[src/rtl/cpu_bus_arbiter_if.sv]
// Avalon-MM style port bundle shared by the two CPU hosts and the memory agent.
// slave_ro is the arbiter-side view of a read-only host (no write strobe/data).
interface cpu_bus_arbiter_if #(
  parameter int ADDR_W = 32,
  parameter int DATA_W = 32
);
  logic [ADDR_W-1:0]   address;
  logic                read;
  logic                write;
  logic [DATA_W/8-1:0] byteenable;
  logic [DATA_W-1:0]   host_to_agent;
  logic [DATA_W-1:0]   agent_to_host;
  logic                waitrequest;
  logic                readdatavalid;

  modport master (
    output address, read, write, byteenable, host_to_agent,
    input  agent_to_host, waitrequest, readdatavalid
  );

  modport slave (
    input  address, read, write, byteenable, host_to_agent,
    output agent_to_host, waitrequest, readdatavalid
  );

  modport slave_ro (
    input  address, read, byteenable,
    output agent_to_host, waitrequest, readdatavalid
  );
endinterface

[src/rtl/cpu_bus_arbiter.sv]
// Round-robin arbiter: instruction-fetch and data hosts share one memory agent,
// one outstanding transaction at a time.
module cpu_bus_arbiter #(
  parameter int ADDR_W = 32,
  parameter int DATA_W = 32
) (
  input  logic                     clk,
  input  logic                     rst,
  cpu_bus_arbiter_if.slave_ro      i_bus,
  cpu_bus_arbiter_if.slave         d_bus,
  cpu_bus_arbiter_if.master        m_bus,
  output logic                     busy,
  output logic                     owner
);
  typedef enum logic [1:0] {IDLE, GRANT_I, GRANT_D, RDWAIT} state_t;

  state_t state_q, state_d;
  logic   owner_q, owner_d;
  logic   last_q,  last_d;   // 1 = data host was granted last
  logic   i_req, d_req;

  assign i_req = i_bus.read;
  assign d_req = d_bus.read | d_bus.write;

  assign busy  = (state_q != IDLE);
  assign owner = owner_q;

  // Read data is broadcast; only readdatavalid is steered to the owner.
  assign i_bus.agent_to_host = m_bus.agent_to_host;
  assign d_bus.agent_to_host = m_bus.agent_to_host;

  always_ff @(posedge clk) begin
    if (rst) begin
      state_q <= IDLE;
      owner_q <= 1'b0;
      last_q  <= 1'b1;
    end else begin
      state_q <= state_d;
      owner_q <= owner_d;
      last_q  <= last_d;
    end
  end

  always_comb begin
    state_d = state_q;
    owner_d = owner_q;
    last_d  = last_q;
    unique case (state_q)
      IDLE: begin
        if (i_req && (!d_req || last_q)) begin
          state_d = GRANT_I;
          owner_d = 1'b0;
          last_d  = 1'b0;
        end else if (d_req) begin
          state_d = GRANT_D;
          owner_d = 1'b1;
          last_d  = 1'b1;
        end
      end
      GRANT_I: begin
        if (!i_req)                     state_d = IDLE;
        else if (!m_bus.waitrequest)    state_d = m_bus.readdatavalid ? IDLE : RDWAIT;
      end
      GRANT_D: begin
        if (!d_req)                     state_d = IDLE;
        else if (!m_bus.waitrequest)    state_d = (d_bus.write || m_bus.readdatavalid) ? IDLE : RDWAIT;
      end
      RDWAIT: begin
        if (m_bus.readdatavalid)        state_d = IDLE;
      end
      default:                          state_d = IDLE;
    endcase
  end

  always_comb begin
    m_bus.address       = {ADDR_W{1'b0}};
    m_bus.read          = 1'b0;
    m_bus.write         = 1'b0;
    m_bus.byteenable    = {(DATA_W/8){1'b0}};
    m_bus.host_to_agent = {DATA_W{1'b0}};
    i_bus.waitrequest   = 1'b1;
    i_bus.readdatavalid = 1'b0;
    d_bus.waitrequest   = 1'b1;
    d_bus.readdatavalid = 1'b0;
    unique case (state_q)
      GRANT_I: begin
        m_bus.address       = i_bus.address;
        m_bus.read          = i_bus.read;
        m_bus.byteenable    = i_bus.byteenable;
        i_bus.waitrequest   = m_bus.waitrequest;
        i_bus.readdatavalid = i_bus.read & ~m_bus.waitrequest & m_bus.readdatavalid;
      end
      GRANT_D: begin
        // A simultaneous read+write from the data host issues only the write.
        m_bus.address       = d_bus.address;
        m_bus.read          = d_bus.read & ~d_bus.write;
        m_bus.write         = d_bus.write;
        m_bus.byteenable    = d_bus.byteenable;
        m_bus.host_to_agent = d_bus.host_to_agent;
        d_bus.waitrequest   = m_bus.waitrequest;
        d_bus.readdatavalid = d_bus.read & ~d_bus.write & ~m_bus.waitrequest & m_bus.readdatavalid;
      end
      RDWAIT: begin
        if (owner_q) begin
          d_bus.waitrequest   = 1'b0;
          d_bus.readdatavalid = m_bus.readdatavalid;
        end else begin
          i_bus.waitrequest   = 1'b0;
          i_bus.readdatavalid = m_bus.readdatavalid;
        end
      end
      default: ;
    endcase
  end
endmodule

[src/flat_wrapper.sv]
// flat-port wrapper written by rule: the top's interface ports become plain ports
module cpu_bus_arbiter_flat 
#(
  parameter int ADDR_W = 32,
  parameter int DATA_W = 32
)
  (clk, rst, busy, owner, i_bus_address, i_bus_read, i_bus_byteenable, i_bus_agent_to_host, i_bus_waitrequest, i_bus_readdatavalid, d_bus_address, d_bus_read, d_bus_write, d_bus_byteenable, d_bus_host_to_agent, d_bus_agent_to_host, d_bus_waitrequest, d_bus_readdatavalid, m_bus_address, m_bus_read, m_bus_write, m_bus_byteenable, m_bus_host_to_agent, m_bus_agent_to_host, m_bus_waitrequest, m_bus_readdatavalid);
  cpu_bus_arbiter_if #(.ADDR_W(ADDR_W), .DATA_W(DATA_W)) i_bus_i ();
  cpu_bus_arbiter_if #(.ADDR_W(ADDR_W), .DATA_W(DATA_W)) d_bus_i ();
  cpu_bus_arbiter_if #(.ADDR_W(ADDR_W), .DATA_W(DATA_W)) m_bus_i ();
  input  logic clk;
  input  logic rst;
  output logic busy;
  output logic owner;
  input wire logic [$bits(i_bus_i.address)-1:0] i_bus_address;
  input wire logic [$bits(i_bus_i.read)-1:0] i_bus_read;
  input wire logic [$bits(i_bus_i.byteenable)-1:0] i_bus_byteenable;
  output wire logic [$bits(i_bus_i.agent_to_host)-1:0] i_bus_agent_to_host;
  output wire logic [$bits(i_bus_i.waitrequest)-1:0] i_bus_waitrequest;
  output wire logic [$bits(i_bus_i.readdatavalid)-1:0] i_bus_readdatavalid;
  input wire logic [$bits(d_bus_i.address)-1:0] d_bus_address;
  input wire logic [$bits(d_bus_i.read)-1:0] d_bus_read;
  input wire logic [$bits(d_bus_i.write)-1:0] d_bus_write;
  input wire logic [$bits(d_bus_i.byteenable)-1:0] d_bus_byteenable;
  input wire logic [$bits(d_bus_i.host_to_agent)-1:0] d_bus_host_to_agent;
  output wire logic [$bits(d_bus_i.agent_to_host)-1:0] d_bus_agent_to_host;
  output wire logic [$bits(d_bus_i.waitrequest)-1:0] d_bus_waitrequest;
  output wire logic [$bits(d_bus_i.readdatavalid)-1:0] d_bus_readdatavalid;
  output wire logic [$bits(m_bus_i.address)-1:0] m_bus_address;
  output wire logic [$bits(m_bus_i.read)-1:0] m_bus_read;
  output wire logic [$bits(m_bus_i.write)-1:0] m_bus_write;
  output wire logic [$bits(m_bus_i.byteenable)-1:0] m_bus_byteenable;
  output wire logic [$bits(m_bus_i.host_to_agent)-1:0] m_bus_host_to_agent;
  input wire logic [$bits(m_bus_i.agent_to_host)-1:0] m_bus_agent_to_host;
  input wire logic [$bits(m_bus_i.waitrequest)-1:0] m_bus_waitrequest;
  input wire logic [$bits(m_bus_i.readdatavalid)-1:0] m_bus_readdatavalid;
  assign i_bus_i.address = i_bus_address;
  assign i_bus_i.read = i_bus_read;
  assign i_bus_i.byteenable = i_bus_byteenable;
  assign i_bus_agent_to_host = i_bus_i.agent_to_host;
  assign i_bus_waitrequest = i_bus_i.waitrequest;
  assign i_bus_readdatavalid = i_bus_i.readdatavalid;
  assign d_bus_i.address = d_bus_address;
  assign d_bus_i.read = d_bus_read;
  assign d_bus_i.write = d_bus_write;
  assign d_bus_i.byteenable = d_bus_byteenable;
  assign d_bus_i.host_to_agent = d_bus_host_to_agent;
  assign d_bus_agent_to_host = d_bus_i.agent_to_host;
  assign d_bus_waitrequest = d_bus_i.waitrequest;
  assign d_bus_readdatavalid = d_bus_i.readdatavalid;
  assign m_bus_address = m_bus_i.address;
  assign m_bus_read = m_bus_i.read;
  assign m_bus_write = m_bus_i.write;
  assign m_bus_byteenable = m_bus_i.byteenable;
  assign m_bus_host_to_agent = m_bus_i.host_to_agent;
  assign m_bus_i.agent_to_host = m_bus_agent_to_host;
  assign m_bus_i.waitrequest = m_bus_waitrequest;
  assign m_bus_i.readdatavalid = m_bus_readdatavalid;
  cpu_bus_arbiter #(.ADDR_W(ADDR_W), .DATA_W(DATA_W)) u_core (.clk(clk), .rst(rst), .i_bus(i_bus_i), .d_bus(d_bus_i), .m_bus(m_bus_i), .busy(busy), .owner(owner));
endmodule
[config.mk]
export PLATFORM = sky130hd
export DESIGN_NAME = cpu_bus_arbiter_flat
export DESIGN_NICKNAME = d
export VERILOG_FILES = /design/src/rtl/cpu_bus_arbiter_if.sv /design/src/rtl/cpu_bus_arbiter.sv /design/src/flat_wrapper.sv
export SDC_FILE = /design/constraint.sdc
export NUM_CORES = 1
export LEC_CHECK = 0
export CAP_MARGIN = 20
export CORE_AREA = 4 4 106 108
export CTS_CLUSTER_SIZE = 8
export DETAILED_ROUTE_END_ITERATION = 7
export DIE_AREA = 0 0 110 112
export PLACE_DENSITY_LB_ADDON = 0.2
export SLEW_MARGIN = 40
export SYNTH_ARGS = -nofsm -noshare
export SYNTH_HDL_FRONTEND = slang
export SYNTH_SLANG_ARGS = --single-unit
[constraint.sdc]
create_clock -name clk -period 1.7 [get_ports clk]
set_clock_uncertainty 0.2 [all_clocks]
set_input_delay 0.255 -clock clk [delete_from_list [all_inputs] [get_ports clk]]
set_output_delay 0.255 -clock clk [all_outputs]
set_load 0.02 [all_outputs]
==> qor.yml <==
synth_edf_count: 0
crit_arrival_ns: 1.54
fmax_mhz: 502
synth-main-ff-cell: "dfxtp_1"
dr_total_vias: 2095
synth_fp_nets: 379
grt_start_max_net_pins: 27
outcome: "finished with violations"
groute.usage.overall_pct: 13.5
routed_wl_mm: 9.03
timing.setup.tns_ns: -14.56
worst_setup_hold_path_clk_slew_ns: 0.03
max_slew.worst_pin.slew_ns: 0.227
finalMaxSlewViolations: 0
grt_remaining_overflow: 0
finalSetupViolCount: 76
dr.pass1.iters: 4
start_kind: "register"
worstSkewPairLatency_ns: 0.21
numClockSinks: 4
post_synth_most_frequent_cells: "buf_4, a22oi_1, nor2b_1"
grt_pass1_wl_mm: 12.8
design.die.area_sq_um: 12300
setup.worst_path.class: "reg2out"
endpoint_kind: "primary output"
cell_types_with_the_largest_area_share_after_synthesis: "buf_4, a22oi_1, nor2b_1"
finalCriticalPeriod_ns: 1.99
critical_path.max_stage_delay_ns: 0.35
rsz0062_at_grt: "true"
cts_tree: "done"
routed_via_density: 4.05
cpMaxStageDelayCell: "dfxtp_4"
cellLeakagePower_uw: 0.00164
cpMostUsedCell: "buf_6"
num_io_pins: 283
antennaDiodeCount: 0
die_height_um: 112
power_density_of_the_placed_cells_nw_per_um2: 1050
place_congestion: 0.772
syn-mean-instance-area_sq_um: 7.03
synth_largest_area_cell: "buf_4"
layout-drive-gt1-share_pct: 58.0
timing.final.crit_share_pct: 117
cts_made_buffers: 3
vdd.ir_drop.worst_uv: 511
post_drt_wl_per_cell_um: 17.5
cts_max_path_buffers: 2
relSlewSlack_pct: 84.7
synthDominantCellAreaShare_pct: 30.1
yosys_warnings: 0
cts-htree-levels: 1
pre_cts_slack_ns: -0.690
post_synth_instance_area_sq_um: 1620
crit_family: "buffers and inverters"
buffer_ports.inserted: 186
asyncSetResetFlopFracSynth_pct: 0
cts-root-buf: "clkbuf_8"
post_detailed_placement_half_perimeter_wirelength_mm: 6.54
min_setup_slack_post_route_ns: -0.294
final_antenna_net_count: 0
finish.instance_area_sq_um: 4200
timing.final.hold_violations: 0
placementRows: 37
violations: "negative setup slack"
stdcell_count: 517
layout.nets: 531
synthesis.instances: 231
number_of_placed_instances_with_taps_included: 494
ys_seq_elements: 4
synth-seq-area-share_pct: 4.93
cp_max_fo: 7
grt_pass1_vias: 2190
postCtsHoldBufs: 0
cp_required_ns: 1.24
post-synth-top-count-cell: "buf_4"
dieWidth_um: 110
syn2layout_area_growth_pct: 159
coreArea_sq_um: 10200
antenna_found_initial: 0
max_cap_violations: 0
yosysUniqueCellTypes: 26
drt_iter0_markers: 44
crit_path_cell_trace: "buf_6 -> ha_4 -> buf_12 -> buf_12 -> buf_6 -> a22oi_2 -> nor2b_2 -> buf_6"
holdCritPathClass: "in2out"
detail_route.drc_violations: 0
placed_cell_area_sq_um: 3480
start_util_pct: 15.9
timing.critical_path.buf_inv: 5
## cells in the final DEF, fill, tap and decap left out, drive strengths merged, types with 2 or more instances in the layout
cell,count
dfxtp,4
nor2b,36
dlygate4sd2,2
clkdlybuf4s50,110
clkbuf,3
ha,5
buf,115
o21ai,2
inv,4
nor2,4
a22oi,36
a21oi,5
a2bb2oi,2
a22o,2
o211ai,3
nand2,6
and2,33
## metrics by stage
| stage | utilization [%] | power [uW] | hold slack [ns] |
|---|---|---|---|
| after global routing | 41.1 | 4710 | 0.310 |
| after detailed placement | 34.1 | 3110 | 0.310 |
| after global placement | 34.1 | 3100 | 0.303 |
| final | 41.1 | 4430 | 0.310 |
| after floorplan | - | 2010 | 0.127 |
| after CTS | 40.6 | 4520 | 0.310 |
## area by class of cell
type                       count  area [sq um]
clock buffer                   3          41.3
inverter                       4          20.0
multi-input combinational    143          1420
fill                        1031          6030
sequential                     4          87.6
timing repair buffer         227          2460
tap                          136           170
## flip-flops by register name, indices dropped and copies added (netlist names)
| name | flops |
|---|---|
| u_core.state_q | 2 |
| u_core.owner | 1 |
| u_core.last_q | 1 |
## power by group
part / switching, uW / internal [uW]
Combinational: 1720 / 2340
Clock: 42.3 / 150
Sequential: 45.3 / 135
Total: 1800 / 2630
## worst register-to-register path, cell delays in order, from the launching register on
cell and delay, ns:
dfxtp_4 0.35, inv_4 0.08, ha_4 0.18, buf_12 0.14, buf_16 0.13, nand2_4 0.05, buf_6 0.11, a2bb2oi_2 0.15
and4b_1 0.20, a22o_1 0.18
## cells by family (layout without fill, tap and decap cells)
logic type / count (synthesis) / count (layout) / share of synthesized area [%]
AOI/OAI and AO/OA: 54 / 54 / 24.2
adders and majority gates: 5 / 5 / 3.86
buffers and inverters: 84 / 234 / 35.3
DFF: 4 / 4 / 4.93
and+or+nand+nor: 84 / 84 / 31.7
## timing repair
item	CTS	global route
pin swaps	38	10
setup buffers	12	3
resized for setup	489	13
setup endpoints to repair	78	76
cloned	7	0
## routing by layer
metal  routed length, um  part of all wire [%]  track usage [%]  up-vias
li1                    -                     -                -     1030
met1                3490                    39             16.4      945
met2                4590                    51             24.2       95
met3                 740                   8.2             2.43       25
met4                 210                   2.3             3.08        0
met5                   0                     0                0        -
## path summary, 6_finish.rpt
path              slack (ns)                      end  depth (start not counted)                    start
setup / recovery       -0.29         m_bus_address[2]                          8        u_core.state_q[0]
hold / removal          0.31  d_bus_agent_to_host[11]                          0  m_bus_agent_to_host[11]
setup reg to reg       -0.19        u_core.state_q[1]                          9        u_core.state_q[0]
hold reg to reg         0.34        u_core.state_q[0]                          1        u_core.state_q[0]
Note: power is estimated with default switching activity, not from simulation.
